`config.mk`:
```
export PLATFORM = sky130hd
export DESIGN_NAME = manchester_tx_framer
export DESIGN_NICKNAME = d
export VERILOG_FILES = /design/src/rtl/manchester_tx_framer.sv
export SDC_FILE = /design/constraint.sdc
export NUM_CORES = 1
export LEC_CHECK = 0
export BUFFER_PORTS_ARGS = -buffer_cell sky130_fd_sc_hd__buf_2
export CORE_UTILIZATION = 62
export DETAILED_ROUTE_END_ITERATION = 8
export GPL_TIMING_DRIVEN = 0
export HOLD_SLACK_MARGIN = 0.1
export MAX_ROUTING_LAYER = met4
export PLACE_DENSITY = 0.83
export SYNTH_ARGS = -nofsm -noshare
export SYNTH_HDL_FRONTEND = slang
export SYNTH_SLANG_ARGS = --single-unit
```
`constraint.sdc`:
```
create_clock -name clk -period 3.41 [get_ports clk]
set_input_delay 1.023 -clock clk [delete_from_list [all_inputs] [get_ports clk]]
set_output_delay 1.023 -clock clk [all_outputs]
set_load 0.02 [all_outputs]
```
`src/rtl/manchester_tx_framer.sv`:
```
// Manchester (IEEE 802.3) byte framer: preamble, MSB-first data, optional parity (MANCHESTER_PARITY_EN).
// Latency 1 cycle from accept to line; data_ready only in IDLE or the last cycle of a byte's final symbol.
module manchester_tx_framer #(
  parameter int HALF_BIT_CYCLES = 4,
  parameter int PREAMBLE_BITS   = 8
) (
  input  logic       clk,
  input  logic       rst,
  input  logic [7:0] data_in,
  input  logic       data_valid,
  output logic       data_ready,
  output logic       manchester_out,
  output logic       tx_active,
  output logic       frame_done
);

  localparam logic [7:0] HALF_LAST = 8'(HALF_BIT_CYCLES - 1);
  localparam logic [7:0] PRE_LAST  = 8'(PREAMBLE_BITS - 1);

  typedef enum logic [1:0] {
    IDLE,
    PREAMBLE,
`ifdef MANCHESTER_PARITY_EN
    DATA,
    PARITY
`else
    DATA
`endif
  } state_t;

  state_t     state;
  logic [7:0] shreg;
  logic [7:0] half_cnt;
  logic [7:0] bit_cnt;
  logic       second_half;
`ifdef MANCHESTER_PARITY_EN
  logic       parity_bit;
`endif

  logic bit_end;
  logic byte_end;
  logic cur_bit;

  always_comb begin
    bit_end  = second_half && (half_cnt == HALF_LAST);
    cur_bit  = shreg[7];
    byte_end = 1'b0;
    case (state)
      PREAMBLE: cur_bit = ~bit_cnt[0];
      DATA: begin
`ifndef MANCHESTER_PARITY_EN
        byte_end = (bit_cnt == 8'd7);
`endif
      end
`ifdef MANCHESTER_PARITY_EN
      PARITY: begin
        cur_bit  = parity_bit;
        byte_end = 1'b1;
      end
`endif
      default: ;
    endcase
    data_ready = !rst && ((state == IDLE) || (byte_end && bit_end));
  end

  // manchester_out always holds the half-bit currently on the line; a new
  // bit's first half is the inverse of that bit.
  always_ff @(posedge clk) begin
    if (rst) begin
      state          <= IDLE;
      shreg          <= 8'd0;
      half_cnt       <= 8'd0;
      bit_cnt        <= 8'd0;
      second_half    <= 1'b0;
      manchester_out <= 1'b0;
      tx_active      <= 1'b0;
      frame_done     <= 1'b0;
`ifdef MANCHESTER_PARITY_EN
      parity_bit     <= 1'b0;
`endif
    end else begin
      frame_done <= 1'b0;
      case (state)
        IDLE: begin
          if (data_valid) begin
            state          <= PREAMBLE;
            shreg          <= data_in;
`ifdef MANCHESTER_PARITY_EN
            parity_bit     <= ^data_in;
`endif
            bit_cnt        <= 8'd0;
            half_cnt       <= 8'd0;
            second_half    <= 1'b0;
            manchester_out <= 1'b0;
            tx_active      <= 1'b1;
          end
        end
        default: begin
          if (!bit_end) begin
            if (half_cnt == HALF_LAST) begin
              half_cnt       <= 8'd0;
              second_half    <= 1'b1;
              manchester_out <= cur_bit;
            end else begin
              half_cnt <= half_cnt + 8'd1;
            end
          end else begin
            half_cnt    <= 8'd0;
            second_half <= 1'b0;
            if (byte_end) begin
              bit_cnt <= 8'd0;
              if (data_valid) begin
                state          <= DATA;
                shreg          <= data_in;
`ifdef MANCHESTER_PARITY_EN
                parity_bit     <= ^data_in;
`endif
                manchester_out <= ~data_in[7];
              end else begin
                state          <= IDLE;
                manchester_out <= 1'b0;
                tx_active      <= 1'b0;
                frame_done     <= 1'b1;
              end
            end else if (state == PREAMBLE) begin
              if (bit_cnt == PRE_LAST) begin
                state          <= DATA;
                bit_cnt        <= 8'd0;
                manchester_out <= ~shreg[7];
              end else begin
                bit_cnt        <= bit_cnt + 8'd1;
                manchester_out <= ~bit_cnt[0];
              end
`ifdef MANCHESTER_PARITY_EN
            end else if (bit_cnt == 8'd7) begin
              state          <= PARITY;
              bit_cnt        <= 8'd0;
              manchester_out <= ~parity_bit;
`endif
            end else begin
              shreg          <= {shreg[6:0], 1'b0};
              bit_cnt        <= bit_cnt + 8'd1;
              manchester_out <= ~shreg[6];
            end
          end
        end
      endcase
    end
  end

endmodule

```
# Word-level counts from Yosys, hierarchy flattened
# Cells that the tools add are included.
totals:
  ff_bits: 30
  mem_count: 0
  elab_cells: 80
  latch_bits: 0
  mem_bits_rw: 0
  mem_bits_ro: 0
  output_inout_bits: 4
classes:
  n_eq_ne: 7
  shifts: 0
  n_reduce_logical: 17
  mux: 40
  bitwise: 6
  div_mod_pow: 0
  order_cmp: 0
  mul: 0
  add_sub_neg: 2
ops:
  columns: ["cell", "count"]
  rows:
  - ["$mux W8", 14]
  - ["$mux W1", 19]
  - ["$add A8 B1 Y8 const B", 2]
  - ["$mux W2", 7]
  - ["$reduce_bool A3 Y1", 3]
  - ["$eq A8 B2 Y1 const B", 1]
  - ["$eq A8 B3 Y1 const B", 1]
  - ["$reduce_and A4 Y1", 2]
  - ["$not A1 Y1", 6]
  - ["$reduce_and A2 Y1", 3]
  - ["$reduce_bool A2 Y1", 2]
  - ["$reduce_or A4 Y1", 1]
  - ["$logic_and A1 B1 Y1", 3]
  - ["$ne A3 B3 Y1 const B", 1]
  - ["$eq A2 B1 Y1 const B", 1]
  - ["$eq A2 B2 Y1 const B", 1]
  - ["$logic_not A2 Y1", 1]
  - ["$ne A2 B1 Y1 const B", 1]
  - ["$ne A2 B2 Y1 const B", 1]
  - ["$logic_not A1 Y1", 1]
  - ["$logic_or A1 B1 Y1", 1]

# Logic depth before layout (Yosys ltp)
logic_depth:
  ltp_word: 6
  mapped_depth: 8
  mapped_depth_nobuf: 8

# Worst setup path before layout
# OpenSTA, ideal clock, no wires.
synth_path:
  path_kind: "reg-to-output"
  from: "reg half_cnt[0]"
  to: "out data_ready"
  stages_incl_launch_ff: 5
  required_time_ns: 2.387
  n_path_buf: 0
  arrival_time_ns: 1.897
  setup_slack_ns: 0.490
  path_cell_list: "dfxtp_1 -> ha_1 -> or4b_4 -> or2_2 -> a211oi_1"
synth_between:
  elab_chain_cells: 5
synth_rtl:
  columns: ["item", "line_no", "source"]
  rows:
  - ["from (decl)", "33", "logic [7:0] half_cnt;"]
  - ["from (signal assigned)", "105", "half_cnt <= half_cnt + 8'd1;"]
  - ["$eq A8 B2 Y1", "45", "bit_end = second_half && (half_cnt == HALF_LAST);"]
  - ["$logic_and A1 B1 Y1", "45", null]
  - ["$logic_and A1 B1 Y1", "63", "data_ready = !rst && ((state == IDLE) || (byte_end && bit_end));"]
  - ["$logic_or A1 B1 Y1", "63", null]
  - ["$logic_and A1 B1 Y1", "63", null]
  - ["to (decl)", "11", "output logic data_ready,"]
# Every way passes these cells.

# Worst setup path in the final report
# Same ends and word-level chain as after synthesis.

==> run metrics <==
Psw=191 uW; post_cts resized=0; DPL Wire Length=2520 um; Final Skew=0.0139 ns; root buf cell=clkbuf_4; Post-CTS Setup Repair Bufs=0; Yosys top cell by area=dfxtp_1; switch share=0.258; CP Class=reg -> out; final setup vio count=0; Min-Delay Path Class=reg -> reg; crit path DAT=between 2 and 2.5 ns; Cell Rows=18; DRC Markers=0; Top Ports=15; detailed-route via count=approximately 1.4k; Req. time, crit path=about 2.4 ns; status=finished, final reports clean; largest net degree at the start of global routing=11; vias per cell=slightly above 6; violation count after the first detailed-routing iteration=55; Tightest Pin Transition=0.684 ns; FMAX=306 MHz; GP Congestion=about 0.84; crit path cell chain=ha_1 -> or4b_4 -> or2_2 -> a211oi_1 -> buf_2; global-route wire length before repair=6080 um; full die area=between 2000 and 3000 sq um; final wirelength=approximately 3700 um; Detail Route Antenna Nets=0; CTS tree=yes; share of flip-flops with an asynchronous set or reset=0; H-Tree Depth=2; Critical Path Fanout Max=4; ANT cells=0; Clock power frac=0.355; die extent in x=roughly 53 um; Synth Register Bits=30; Buf+Inv Stages, Crit Path=1; Num Clock Sinks=30; Tot GR Track Use=0.316; EDFF count, synth=0; crit start category=flip-flop; initial antenna violation count=0; slowest stage cell on the critical path=or4b_4; Lkg Pwr=about 0.68 nW; max incr delay on CP=about 0.50 ns; Tcrit/Tclk final=0.959; cell family with most CP delay=simple AND/OR/NAND/NOR gates; FILL cells=180; TritonRoute pass-1 iters=4; Num CTS Buffers=5; PD cells=414 nW/um^2; max-slew violation count=0; Critical Path Sink Type=output port; Area contributors post-synth=dfxtp_1 38%, o21ai_0 4.7%, nor2_1 4.2%; worst skew pair latency=0.34 ns; Die Ht=around 53 um; Final Hold Fails=0; grt ovf=0; Max VDD drop=between 0.4 and 0.5 mV; Starting Density=0.650; clock period minus final worst setup slack=3.27 ns; Pint=approximately 550 uW; Post-Syn Nets=around 200; IO buf count=14; Syn-to-layout area delta=11.7%; core area=2450 sq um; vias in the first global route=about 1.3k; Syn Inst Count=approximately 180; multi-input logic area=941 sq um; yosys warns=0; Clock transition at path regs=about 0.090 ns; drt wl/cell=about 16 um; clk buf depth=2; Post-Syn Area=between 1500 and 2000 sq um; syn avg cell area=about 8.8 sq um; RSZ-0062 raised after global routing=no; setup tns final=0 ns; Max Cap Viol=0; Reg area=between 600 and 700 sq um; count of different cell masters after synthesis=47; share of the synthesized area in the top cell type=0.376; R2R setup slack=between 1 and 1.5 ns; Max-slew headroom=0.540; sequential share of the synthesized area=0.376; final net count=roughly 220; Seq pwr share=0.507; Synth Flop Type=dfxtp_1; hold buffer count at CTS=0; Hold WS=0.481 ns; layout cells sized above 1=0.196; Combinational Power Share=0.138
[Yosys cell counts, drive strengths merged (2+ instances only)]
| library cell | number |
|---|---|
| and2 | 5 |
| nand3 | 9 |
| inv | 3 |
| or4 | 2 |
| a311oi | 3 |
| clkbuf | 3 |
| o31ai | 5 |
| nand2 | 14 |
| ha | 3 |
| or2 | 5 |
| xor2 | 5 |
| o21ai | 16 |
| a21oi | 10 |
| xnor2 | 2 |
| nor2b | 3 |
| or3 | 6 |
| a22oi | 5 |
| o21a | 2 |
| nand2b | 3 |
| a21o | 2 |
| nor4 | 4 |
| dfxtp | 30 |
| or4b | 3 |
| nor2 | 19 |
| a211oi | 7 |
[final cells by class]
class                   count  area share
well taps                  30      0.0211
clock buffers               8      0.0442
inverters                   4     0.00843
flip-flops and latches     30       0.337
multi-input cells         144       0.528
repair buffers             14      0.0393
plain buffers               4      0.0218
[placed cells by master (no fill, tap or decap), types with 2 or more instances in the layout]
cell      count
inv_1         3
ha_1          3
a211oi_1      7
clkbuf_8      5
buf_2        14
a21o_1        2
nand3_1       9
a311oi_1      3
xnor2_1       2
a22oi_1       5
o21a_1        2
nor2_1       18
dfxtp_1      30
xor2_1        5
and2_1        4
nand2b_1      3
o31ai_1       4
clkbuf_4      5
nor2b_1       3
or2_2         5
a21oi_1      10
nor4_1        3
or3_1         6
o21ai_0      15
nand2_1      14
[metal layers]
metal	part of all wire	track usage	routed length (um)	vias to the layer above
li1	-	-	-	713
met1	0.44	0.391	1630	672
met2	0.48	0.492	1760	51
met3	0.053	0.0609	195	10
met4	0.020	0.149	74	0
met5	0	-	0	-
[registers in the layout (all words and copies together), names as in the netlist]
name and count:
bit_cnt 8, half_cnt 8, shreg 8, state 2, frame_done 1, manchester_out 1
second_half 1, tx_active 1
[kinds of logic after synthesis]
kind of cell | synth area share
fa+ha+maj | 0.0235
mux | 0.00627
xor+xnor | 0.0384
simple gates | 0.291
flops | 0.376
buf+inv | 0.0337
compound gates | 0.231
[metrics by stage]
step | utilization | cells | power, mW | worst slack (ns) | area (sq um)
CTS | 0.726 | 234 | 0.739 | 0.122 | 1780
global placement | 0.694 | 226 | 0.477 | 0.416 | 1700
finish | 0.726 | 234 | 0.738 | 0.140 | 1780
global route | 0.726 | 234 | 0.769 | 0.0113 | 1780
floorplan | - | 182 | 0.454 | 0.490 | 1600
detailed placement | 0.694 | 226 | 0.482 | 0.398 | 1700
[worst paths after layout]
kind | start | to | cells past startpoint
worst max-delay path | half_cnt[0] | data_ready | 5
worst min-delay path | bit_cnt[7] | bit_cnt[7] | 2
worst max register to register | half_cnt[0] | shreg[1] | 6
worst min register to register | bit_cnt[7] | bit_cnt[7] | 2
[worst min-delay path: cells and delay by family (launching register included)]
kind	cells	cell delay [ns]
flip-flops	1	0.34
AND/OR/NAND/NOR	2	0.10
[power by group through the flow]
stage / Sequential [mW] / Combinational, mW / Clock [mW]
floorplan: 0.382 / 0.0726 / 0
global placement: 0.381 / 0.0959 / 0
detailed placement: 0.382 / 0.0998 / 0
CTS: 0.374 / 0.101 / 0.264
global route: 0.376 / 0.112 / 0.281
finish: 0.374 / 0.102 / 0.262
Note: power is estimated with default switching activity, not from simulation.
